### src/rtl/pipe_stage_reg_if.sv
// Stage-register port bundle: hazard controls, upstream payload in, registered payload out.
// Perf counter signals exist only when PIPE_STAGE_PERF_EN is defined.
interface pipe_stage_reg_if #(
  parameter int CTRL_W = 16,
  parameter int DATA_W = 128,
  parameter int CNT_W  = 4
);
  logic              stall;
  logic              flush;
  logic              valid_in;
  logic [CTRL_W-1:0] ctrl_in;
  logic [DATA_W-1:0] data_in;
  logic [31:0]       pc_in;
  logic [31:0]       instr_in;
  logic              valid_out;
  logic [CTRL_W-1:0] ctrl_out;
  logic [DATA_W-1:0] data_out;
  logic [31:0]       pc_out;
  logic [31:0]       instr_out;
  logic [CNT_W-1:0]  stall_cnt;
  logic              stall_timeout;
`ifdef PIPE_STAGE_PERF_EN
  logic [31:0]       perf_stall;
  logic [31:0]       perf_bubble;

  modport master (
    output stall, flush, valid_in, ctrl_in, data_in, pc_in, instr_in,
    input  valid_out, ctrl_out, data_out, pc_out, instr_out, stall_cnt, stall_timeout,
    input  perf_stall, perf_bubble
  );
  modport slave (
    input  stall, flush, valid_in, ctrl_in, data_in, pc_in, instr_in,
    output valid_out, ctrl_out, data_out, pc_out, instr_out, stall_cnt, stall_timeout,
    output perf_stall, perf_bubble
  );
`else
  modport master (
    output stall, flush, valid_in, ctrl_in, data_in, pc_in, instr_in,
    input  valid_out, ctrl_out, data_out, pc_out, instr_out, stall_cnt, stall_timeout
  );
  modport slave (
    input  stall, flush, valid_in, ctrl_in, data_in, pc_in, instr_in,
    output valid_out, ctrl_out, data_out, pc_out, instr_out, stall_cnt, stall_timeout
  );
`endif
endinterface

### src/rtl/pipe_stage_reg.sv
// Pipeline stage register with stall hold, bubble insertion and a sticky stall watchdog.
// Optional PIPE_STAGE_PERF_EN adds stall/bubble event counters.
module pipe_stage_reg #(
  parameter int              CTRL_W      = 16,
  parameter int              DATA_W      = 128,
  parameter logic [CTRL_W-1:0] CTRL_BUBBLE = '0,
  parameter logic [31:0]     PC_BUBBLE   = 32'h0000_3008,
  parameter int              CLEAR_DATA  = 1,
  parameter int              STALL_MAX   = 15,
  parameter int              CNT_W       = 4
) (
  input logic             clk,
  input logic             clr,
  pipe_stage_reg_if.slave stg
);

  localparam logic [CNT_W-1:0] STALL_LIM = CNT_W'(STALL_MAX);

  // Power-up values match the clr values
  logic              vld_p0   = 1'b0;
  logic [CTRL_W-1:0] ctrl_p0  = CTRL_BUBBLE;
  logic [DATA_W-1:0] data_p0  = '0;
  logic [31:0]       pc_p0    = PC_BUBBLE;
  logic [31:0]       instr_p0 = '0;
  logic [CNT_W-1:0]  stallCnt = '0;
  logic              stallTo  = 1'b0;

  function automatic logic [CNT_W-1:0] satInc(input logic [CNT_W-1:0] c);
    return (c == '1) ? c : c + 1'b1;
  endfunction

  // Stage p0: clr > flush > stall > load
  always_ff @(posedge clk) begin
    if (clr) begin
      vld_p0   <= 1'b0;
      ctrl_p0  <= CTRL_BUBBLE;
      data_p0  <= '0;
      pc_p0    <= PC_BUBBLE;
      instr_p0 <= '0;
      stallCnt <= '0;
      stallTo  <= 1'b0;
    end else if (stg.flush) begin
      vld_p0   <= 1'b0;
      ctrl_p0  <= CTRL_BUBBLE;
      pc_p0    <= PC_BUBBLE;
      if (CLEAR_DATA != 0) begin
        data_p0  <= '0;
        instr_p0 <= '0;
      end
      stallCnt <= '0;
    end else if (stg.stall) begin
      stallCnt <= satInc(stallCnt);
      if (satInc(stallCnt) == STALL_LIM) stallTo <= 1'b1;
    end else begin
      vld_p0   <= stg.valid_in;
      // A non-valid slot carries bubble control so it can never write state
      ctrl_p0  <= stg.valid_in ? stg.ctrl_in : CTRL_BUBBLE;
      data_p0  <= stg.data_in;
      pc_p0    <= stg.pc_in;
      instr_p0 <= stg.instr_in;
      stallCnt <= '0;
    end
  end

  assign stg.valid_out     = vld_p0;
  assign stg.ctrl_out      = ctrl_p0;
  assign stg.data_out      = data_p0;
  assign stg.pc_out        = pc_p0;
  assign stg.instr_out     = instr_p0;
  assign stg.stall_cnt     = stallCnt;
  assign stg.stall_timeout = stallTo;

`ifdef PIPE_STAGE_PERF_EN
  logic [31:0] perfStall  = '0;
  logic [31:0] perfBubble = '0;

  always_ff @(posedge clk) begin
    if (clr) begin
      perfStall  <= '0;
      perfBubble <= '0;
    end else begin
      if (stg.stall && !stg.flush) perfStall <= perfStall + 32'd1;
      if (stg.flush || (!stg.stall && !stg.valid_in)) perfBubble <= perfBubble + 32'd1;
    end
  end

  assign stg.perf_stall  = perfStall;
  assign stg.perf_bubble = perfBubble;
`endif

endmodule

### src/flat_wrapper.sv
// flat-port wrapper written by rule: the top's interface ports become plain ports
module pipe_stage_reg_flat 
#(
  parameter int              CTRL_W      = 16,
  parameter int              DATA_W      = 128,
  parameter logic [CTRL_W-1:0] CTRL_BUBBLE = '0,
  parameter logic [31:0]     PC_BUBBLE   = 32'h0000_3008,
  parameter int              CLEAR_DATA  = 1,
  parameter int              STALL_MAX   = 15,
  parameter int              CNT_W       = 4
)
  (clk, clr, stg_stall, stg_flush, stg_valid_in, stg_ctrl_in, stg_data_in, stg_pc_in, stg_instr_in, stg_valid_out, stg_ctrl_out, stg_data_out, stg_pc_out, stg_instr_out, stg_stall_cnt, stg_stall_timeout);
  pipe_stage_reg_if #(.CTRL_W(CTRL_W), .DATA_W(DATA_W), .CNT_W(CNT_W)) stg_i ();
  input logic clk;
  input logic clr;
  input wire logic [$bits(stg_i.stall)-1:0] stg_stall;
  input wire logic [$bits(stg_i.flush)-1:0] stg_flush;
  input wire logic [$bits(stg_i.valid_in)-1:0] stg_valid_in;
  input wire logic [$bits(stg_i.ctrl_in)-1:0] stg_ctrl_in;
  input wire logic [$bits(stg_i.data_in)-1:0] stg_data_in;
  input wire logic [$bits(stg_i.pc_in)-1:0] stg_pc_in;
  input wire logic [$bits(stg_i.instr_in)-1:0] stg_instr_in;
  output wire logic [$bits(stg_i.valid_out)-1:0] stg_valid_out;
  output wire logic [$bits(stg_i.ctrl_out)-1:0] stg_ctrl_out;
  output wire logic [$bits(stg_i.data_out)-1:0] stg_data_out;
  output wire logic [$bits(stg_i.pc_out)-1:0] stg_pc_out;
  output wire logic [$bits(stg_i.instr_out)-1:0] stg_instr_out;
  output wire logic [$bits(stg_i.stall_cnt)-1:0] stg_stall_cnt;
  output wire logic [$bits(stg_i.stall_timeout)-1:0] stg_stall_timeout;
  assign stg_i.stall = stg_stall;
  assign stg_i.flush = stg_flush;
  assign stg_i.valid_in = stg_valid_in;
  assign stg_i.ctrl_in = stg_ctrl_in;
  assign stg_i.data_in = stg_data_in;
  assign stg_i.pc_in = stg_pc_in;
  assign stg_i.instr_in = stg_instr_in;
  assign stg_valid_out = stg_i.valid_out;
  assign stg_ctrl_out = stg_i.ctrl_out;
  assign stg_data_out = stg_i.data_out;
  assign stg_pc_out = stg_i.pc_out;
  assign stg_instr_out = stg_i.instr_out;
  assign stg_stall_cnt = stg_i.stall_cnt;
  assign stg_stall_timeout = stg_i.stall_timeout;
  pipe_stage_reg #(.CTRL_W(CTRL_W), .DATA_W(DATA_W), .CTRL_BUBBLE(CTRL_BUBBLE), .PC_BUBBLE(PC_BUBBLE), .CLEAR_DATA(CLEAR_DATA), .STALL_MAX(STALL_MAX), .CNT_W(CNT_W)) u_core (.clk(clk), .clr(clr), .stg(stg_i));
endmodule
### config.mk
export PLATFORM = sky130hd
export DESIGN_NAME = pipe_stage_reg_flat
export DESIGN_NICKNAME = d
export VERILOG_FILES = /design/src/rtl/pipe_stage_reg_if.sv /design/src/rtl/pipe_stage_reg.sv /design/src/flat_wrapper.sv
export SDC_FILE = /design/constraint.sdc
export NUM_CORES = 1
export LEC_CHECK = 0
export BUFFER_PORTS_ARGS = -buffer_cell sky130_fd_sc_hd__buf_2
export CORE_AREA = 2 2 164 166
export DETAILED_ROUTE_END_ITERATION = 10
export DIE_AREA = 0 0 166 168
export SYNTH_ARGS = -nofsm -noshare
export SYNTH_HDL_FRONTEND = slang
export SYNTH_SLANG_ARGS = --single-unit
### constraint.sdc
create_clock -name clk -period 1.3 [get_ports clk]
set_clock_uncertainty 0.05 [all_clocks]
set_input_delay 0.065 -clock clk [delete_from_list [all_inputs] [get_ports clk]]
set_output_delay 0.065 -clock clk [all_outputs]
set_load 0.02 [all_outputs]
## Yosys cells after proc, flatten, opt, wreduce, memory -nomap -nowiden

Index checks and enable logic that the tools add are counted.

- Bits in registers: 214
- Latch bits: 0
- RAM bits: 0
- ROM bits: 0
- Input port bits: 213
- Output and inout bits: 214
- Logic and storage cells: 17
- Memories: 0

- Add/sub/neg operators: 1
- Multiply operators: 0
- Div/mod/pow operators: 0
- Magnitude comparators: 0
- Eq/ne operators: 2
- Shifts and indexed selects: 0
- Mux-type cells: 2
- Bitwise operators: 2
- Reduce and logical (&&, ||, !) cells: 3

Operators by type and width:

| cell | count |
|---|---|
| two-way mux 16 bit | 1 |
| equality test 4 bit (second input constant) | 2 |
| adder 4 x 1 -> 4 bit (second input constant) | 1 |
| two-way mux 4 bit | 1 |
| AND reduction 3 bit | 1 |
| OR reduction 3 bit | 1 |
| NOT 1 bit | 2 |
| OR reduction 2 bit | 1 |

## Logic depth before layout (Yosys ltp)

Gate-level depths: netlist of the first run.

- Depth in word-level cells: 4
- Depth in mapped cells: 5
- Mapped depth without buffers: 4

## Least setup slack after synthesis of the first run

Ideal clock, no wire load.

- Path type: reg2reg
- Start: register u_core.stallCnt[0] (netlist: u_core.stg.stall_cnt[0])
- End: register u_core.stallTo (netlist: u_core.stg.stall_timeout)
- Library setup time: 92 ps
- Arrival time: 1177 ps
- Required time: 1158 ps
- Setup slack: -19 ps
- Stages on the path, launching flop included: 5
- Buffers on the path: 0
- Clock period less this slack: 1319 ps
- Cell sequence: dfxtp_1 -> ha_1 -> and4_1 -> a31oi_1 -> o32ai_1

- Longest elaborated chain between the ends: 4
- Elaborated cells on any way between the ends: 5
- Classes of those cells: add/sub: 1; eq/ne: 2; mux: 1; reduce/logical: 1

RTL lines:

| item | line | source |
|---|---|---|
| start, declared | pipe_stage_reg.sv:25 | `logic [CNT_W-1:0] stallCnt = '0;` |
| start signal, assigned | pipe_stage_reg.sv:52 | `stallCnt <= satInc(stallCnt);` |
| adder 4 x 1 -> 4 bit / equality test 4 bit (equally long branches) | pipe_stage_reg.sv:29 | `return (c == '1) ? c : c + 1'b1;` |
| two-way mux 4 bit * | -- |  |
| equality test 4 bit * | pipe_stage_reg.sv:53 | `if (satInc(stallCnt) == STALL_LIM) stallTo <= 1'b1;` |
| AND reduction 3 bit (no source line) * | -- |  |
| end signal, assigned | pipe_stage_reg.sv:41 | `stallTo <= 1'b0;` |
| end signal, assigned | pipe_stage_reg.sv:53 |  |
| end, declared | pipe_stage_reg.sv:26 | `logic stallTo = 1'b0;` |

Every way passes the cells marked *; elsewhere a longest branch is shown, timed or not.
A chain may end at the register's enable or synchronous reset.

## Final worst setup path of the first run

- Start: input stg_flush
- End: register u_core.pc_p0[3] (netlist: u_core.stg.pc_out[3])

- Longest elaborated chain between the ends: 1

RTL lines:

| item | line | source |
|---|---|---|
| start, declared | flat_wrapper.sv:17 | `input wire logic [$bits(stg_i.flush)-1:0] stg_flush;` |
| OR reduction 2 bit (no source line) | -- |  |
| end signal, assigned | pipe_stage_reg.sv:59 | `pc_p0 <= stg.pc_in;` |
| end, declared | pipe_stage_reg.sv:23 | `logic [31:0] pc_p0 = PC_BUBBLE;` |

Every way passes these cells.

==> results_dict.tcl, run 1 <==
set metrics [dict create \
    async_reset_ff_frac 0 \
    drive_gt1_frac 0.372 \
    setup_ws_ns 0.0447 \
    cts_root_buf "clkbuf_16" \
    synth_edf_count 0 \
    ys_ff_latch 214 \
    synth_fp_nets 897 \
    antenna_found_initial 0 \
    min_period_over_period 0.966 \
    hold_path.class "in2reg" \
    drt_iter0_markers 314 \
    area_growth_pct 75.9 \
    vias 7393 \
    firstDrtPassIters 4 \
    grt_use_total 0.172 \
    synth_area_um2 7460 \
    ant_nets 0 \
    post_dp_cell_area_um2 10200 \
    cts-htree-levels 1 \
    dp.final_hpwl_um 15700 \
    critical_path.max_fanout 3 \
    path_class "in2reg" \
    synthFlopType "dfxtp_1" \
    peakVddDrop_mv 1.01 \
    finalCriticalPeriod_ns 1.26 \
    final_nets 1550 \
    fin_util 0.498 \
    cts_tree "yes" \
    std_cell_rows 60 \
    outcome "completed" \
    cts_post_setup_buffers_inserted 0 \
    synth_area_per_cell_um2 10.9 \
    cts_sinks 214 \
    design_area_um2 13100 \
    cap_violations 0 \
    synth_commonest_cells "dfxtp_1, mux2i_1, nor2_1" \
    path_clk_slew_ns 0.06 \
    synth.top_cell.area_share 0.574 \
    end_kind "register" \
    start_util 0.283 \
    grt_pass1_wl_um 39600 \
    rsz0062_at_grt "no" \
    required_ns 1.65 \
    die-height_um 168 \
    grt_start_max_net_pins 93 \
    globalplace.congestion 0.763 \
    arrival_ns 1.60 \
    worst_pin_slew_ns 0.444 \
    power.density_nw_per_um2 1190 \
    ys_seq_area_frac 0.574 \
    synthTopCellsByArea "dfxtp_1, mux2i_1, nor2_1, buf_2, a22o_1" \
    num_antenna_cells 0 \
    synth.largest_area_cell "dfxtp_1" \
    core_um2 26400 \
    syn_inst 683 \
    grt_pass1_vias 7752 \
    slew_headroom 0.704 \
    die_area_um2 27900 \
    cp-start-kind "primary input" \
    drc 0 \
    ys_warn_count 0 \
    portBuffers 426 \
    via_per_inst 4.37 \
    setup_viol 0 \
    grt_overflow 0 \
    place_ws_ns 0.0258 \
    max_freq_mhz 797 \
    wl_per_cell_um 14.9 \
    p_leak_nw 6.69 \
    synth.distinct_cells 23 \
    boundaryPins 427 \
    yosysMostFrequentCell "dfxtp_1" \
    clk_latency_ns 0.51 \
    wirelength_um 25300 \
    setup-tns-final_ns 0 \
    hold_viol 0 \
    final_max_slew_viol_count 0 \
    ctsLongestPathBuffers 3 \
    die_w_um 166 \
    cts_inserted_buffers 23 \
]
[routing by layer]
metal	wire (µm)	vias to the layer above	GRT usage
li1	-	3599	-
met1	9580	3401	0.181
met2	12700	329	0.321
met3	2010	64	0.0489
met4	996	0	0.0733
met5	0	-	0
[kinds of logic after synthesis]
| kind of cell | synth area share |
|---|---|
| xor gates and xnor gates | 0.00117 |
| muxes | 0.259 |
| and+or+nand+nor | 0.107 |
| buffers and inverters | 0.0319 |
| DFF | 0.574 |
| adders and majority gates | 0.00168 |
| AOI/OAI and AO/OA | 0.0243 |
[sequential cells by signal, summed over array words and instances (netlist names)]
| signal | flops |
|---|---|
| u_core.stg.stall_timeout | 1 |
| u_core.stg.stall_cnt | 4 |
| u_core.stg.valid_out | 1 |
| u_core.stg.instr_out | 32 |
| u_core.stg.data_out | 128 |
| u_core.stg.ctrl_out | 16 |
| u_core.stg.pc_out | 32 |
[what timing repair did]
| item | 4_1_cts | 5_1_grt |
|---|---|---|
| pin swaps | 0 | 0 |
| endpoints found under the setup margin | 1 | 5 |
| endpoints found under the hold margin | 214 | 0 |
| hold buffers | 218 | 0 |
| resized for setup | 1 | 3 |
[worst max-delay path: stages]
cell and delay, ns:
dlygate4sd3_1 0.54, buf_2 0.15, nor2_2 0.13, buf_4 0.13
nand2_1 0.04, dlygate4sd3_1 0.55
[layout make-up]
type / instances / area [µm²]
fill: 2279 / 13200
inverter: 3 / 11.3
tap: 341 / 427
multi-input combinational: 421 / 2940
timing repair buffer: 673 / 4680
clock inverter: 9 / 76.3
sequential: 214 / 4290
clock buffer: 32 / 689
[power by group]
part | internal [mW] | total [mW] | switching (mW)
clock | 3.89 | 6.57 | 2.68
sequential | 6.77 | 6.88 | 0.108
combinational | 1.19 | 2.21 | 1.02
[cells in the final DEF (no fill, tap or decap), types with 2 or more instances in the layout]
master,n
a22o_1,16
buf_2,425
inv_1,3
clkbuf_8,8
a31oi_1,2
buf_4,18
mux2i_1,193
buf_12,11
clkbuf_16,23
clkinv_2,6
nand2_1,5
dfxtp_2,3
nor2_1,191
nand3_1,2
dfxtp_1,211
dlygate4sd3_1,218
[worst paths after layout]
path	startpoint	end	slack, ns	cells after the start
worst max register to register	u_core.stg.stall_cnt[0]	u_core.stg.stall_timeout	0.08	4
worst max-delay path	stg_flush	u_core.stg.pc_out[3]	0.04	6
worst min-delay path	stg_stall	u_core.stg.data_out[96]	0.03	4
worst min register to register	u_core.stg.valid_out	u_core.stg.valid_out	0.42	1
[metrics by stage]
step | hold slack [ns] | std cells | power [mW]
after floorplan | 0.124 | 683 | 7.92
after global placement | 0.225 | 1434 | 8.65
after global routing | 0.0300 | 1693 | 16.3
after CTS | 0.000900 | 1693 | 15.8
final | 0.0303 | 1693 | 15.7
after detailed placement | 0.227 | 1434 | 8.67
(Power assumes the default switching activity.)
==> run 2: changes to the inputs <==
--- a/config.mk
+++ b/config.mk
@@ -11,2 +11,3 @@
 export DIE_AREA = 0 0 166 168
+export GPL_TIMING_DRIVEN = 0
 export SYNTH_ARGS = -nofsm -noshare
==> constraint.sdc (replaced) <==
create_clock -name clk -period 1.3 [get_ports clk]
set_clock_uncertainty 0.05 [all_clocks]
set_input_delay 0.13 -clock clk [delete_from_list [all_inputs] [get_ports clk]]
set_output_delay 0.13 -clock clk [all_outputs]
set_load 0.02 [all_outputs]
==> run 2 against run 1 <==
Net effect:
- via count decreased by 0.24%
- non-clock buffer count increased by 7
- first-iteration DRC count decreased by 2.9%
- worst setup slack got worse by 0.0033 ns
- register-to-register slack improved by 0.04 ns
- sequential power about the same
- largest cell class unchanged
- core utilization decreased by 0.91 points
- clock power decreased by 2%
- highest routed layer unchanged
- wire length increased by 3.9%
- fmax decreased by 0.26%
- power decreased by 1.4%
==> results_dict.tcl, run 2 (synthesized netlist as in run 1, its figures left out) <==
set metrics [dict create \
    rsz0062_at_grt "no" \
    r2r_start "u_core.stg.stall_cnt[0]" \
    die_area_um2 27900 \
    r2r_end "u_core.stg.stall_timeout" \
    drt_iter0_markers 305 \
    antenna_found_initial 0 \
    power.density_nw_per_um2 1200 \
    crit_path_start "u_core.stg.data_out[31]" \
    die-height_um 168 \
    hold_path.class "in2reg" \
    cts-htree-levels 1 \
    n_fill_cell 2409 \
    wirelength_um 26300 \
    swShare 0.241 \
    layout_common_cells "buf_2, dlygate4sd3_1, dfxtp_1, mux2i_1, nor2_1" \
    crit_family "flip-flops" \
    critPathMaxStageDelay_ns 0.38 \
    num_antenna_cells 0 \
    setup_viol 0 \
    reg2reg_setup_slack_ns 0.12 \
    grt_pass1_vias 7885 \
    required_ns 1.12 \
    outcome "completed" \
    finalCriticalPeriod_ns 1.26 \
    core_um2 26400 \
    slowest_stage "dfxtp_1" \
    grt_busiest_layer "met2" \
    area_growth_pct 72.7 \
    cts_tree "yes" \
    p_sw_mw 3.72 \
    end_kind "output port" \
    globalplace.congestion 0.783 \
    max_freq_mhz 795 \
    final_max_slew_viol_count 0 \
    worst_pin_slew_ns 0.574 \
    min_period_over_period 0.968 \
    cp_num_buf_inv 1 \
    critical_path.max_fanout 2 \
    final_cells 1700 \
    ctsLongestPathBuffers 3 \
    grt_start_max_net_pins 14 \
    die_w_um 166 \
    path_clk_slew_ns 0.06 \
    p_leak_nw 6.60 \
    final_common_cell "buf_2" \
    hold_start "stg_flush" \
    cts_sinks 214 \
    worstHoldEndpoint "u_core.stg.stall_cnt[2]" \
    seq_power_share 0.445 \
    portBuffers 425 \
    vias 7375 \
    slew_headroom 0.616 \
    clk_latency_ns 0.50 \
    dp.cells 1449 \
    clkPwrFrac 0.416 \
    ant_nets 0 \
    drc 0 \
    std_cell_rows 60 \
    dp.final_hpwl_um 17500 \
    grt_overflow 0 \
    final_nets 1557 \
    ff2ff_path_depth 4 \
    cts_root_buf "clkbuf_16" \
    arrival_ns 1.08 \
    use_met1 0.186 \
    combPwrFrac 0.139 \
    path_cells "buf_2" \
    use_met2 0.336 \
    largest_reg_flops 128 \
    use_met3 0.0541 \
    total_power_mw 15.4 \
    wl_per_cell_um 15.5 \
    hold_viol 0 \
    cts_inserted_buffers 23 \
    boundaryPins 427 \
    drive_gt1_frac 0.371 \
    cap_violations 0 \
    setup_ws_ns 0.0414 \
    grt_use_total 0.179 \
    place_ws_ns -0.492 \
    cp-start-kind "register" \
    min_path_cells 4 \
    start_util 0.283 \
    grt_pass1_wl_um 40800 \
    peakVddDrop_mv 0.815 \
    firstDrtPassIters 4 \
    via_per_inst 4.34 \
    path_class "reg2out" \
    internal_power_mw 11.7 \
]
==> run 2: cell count changes in the layout (fill, tap and decap cells not counted), sizes merged <==
cell         delta
dlygate4sd3     -8
clkbuf          +9
buf             +5
inv             -1
bufinv          +1
clkinvlp        -1
clkinv          +2
==> run 2: area by class of cell <==
cell class	instances	area [µm²]	area share
repair buffers	635	4240	0.329
plain buffers	45	226	0.0176
clock buffers	31	636	0.0494
flip-flops and latches	214	4290	0.334
multi-input cells	421	2940	0.228
well taps	341	427	0.0331
clock inverters	10	104	0.00807
inverters	3	11.3	0.000875
==> run 2: worst max-delay path by stage <==
stage          slack [ns]                  endpoint  depth (start not counted)
5_1_grt            0.0001          stg_data_out[31]                          1
4_1_cts            0.0001          stg_data_out[31]                          1
2_1_floorplan        0.01  u_core.stg.stall_timeout                          4
6_report             0.04          stg_data_out[31]                          1
3_3_place_gp        -0.47   u_core.stg.data_out[33]                          6
3_5_place_dp        -0.49   u_core.stg.data_out[30]                          6
==> run 2: repair_timing <==
item / in CTS / in global routing
hold buffers: 209 / 1
resized for setup: 2 / 8
gates cloned: 0 / 0
setup endpoints to repair: 2 / 8
buffers inserted: 0 / 0
endpoints found under the hold margin: 211 / 3
==> run 2: layer usage <==
metal	vias to the layer above	share of wire	routed length, µm
met5	-	0	0
met4	0	0.037	980
met3	60	0.086	2260
met2	338	0.50	13200
met1	3368	0.37	9820
li1	3609	-	-
==> run 2: stage by stage <==
stage	util	cell area, µm²	TNS, ns	hold WS [ns]
after floorplan	-	7460	0	0.189
after global placement	0.380	10000	-58.73	0.290
after detailed placement	0.380	10000	-59.45	0.294
after CTS	0.488	12800	0	-0.164
after global routing	0.489	12900	0	0.0303
final	0.489	12900	0	0.00512
==> run 2: power by group through the flow <==
| stage | clock network, mW | registers, mW | logic, mW |
|---|---|---|---|
| 6_report | 6.42 | 6.87 | 2.14 |
| 5_1_grt | 6.90 | 6.89 | 2.30 |
| 4_1_cts | 6.60 | 6.87 | 2.12 |
| 3_5_place_dp | 0 | 7.01 | 1.62 |
| 3_3_place_gp | 0 | 7.01 | 1.61 |
| 2_1_floorplan | 0 | 7.27 | 0.658 |
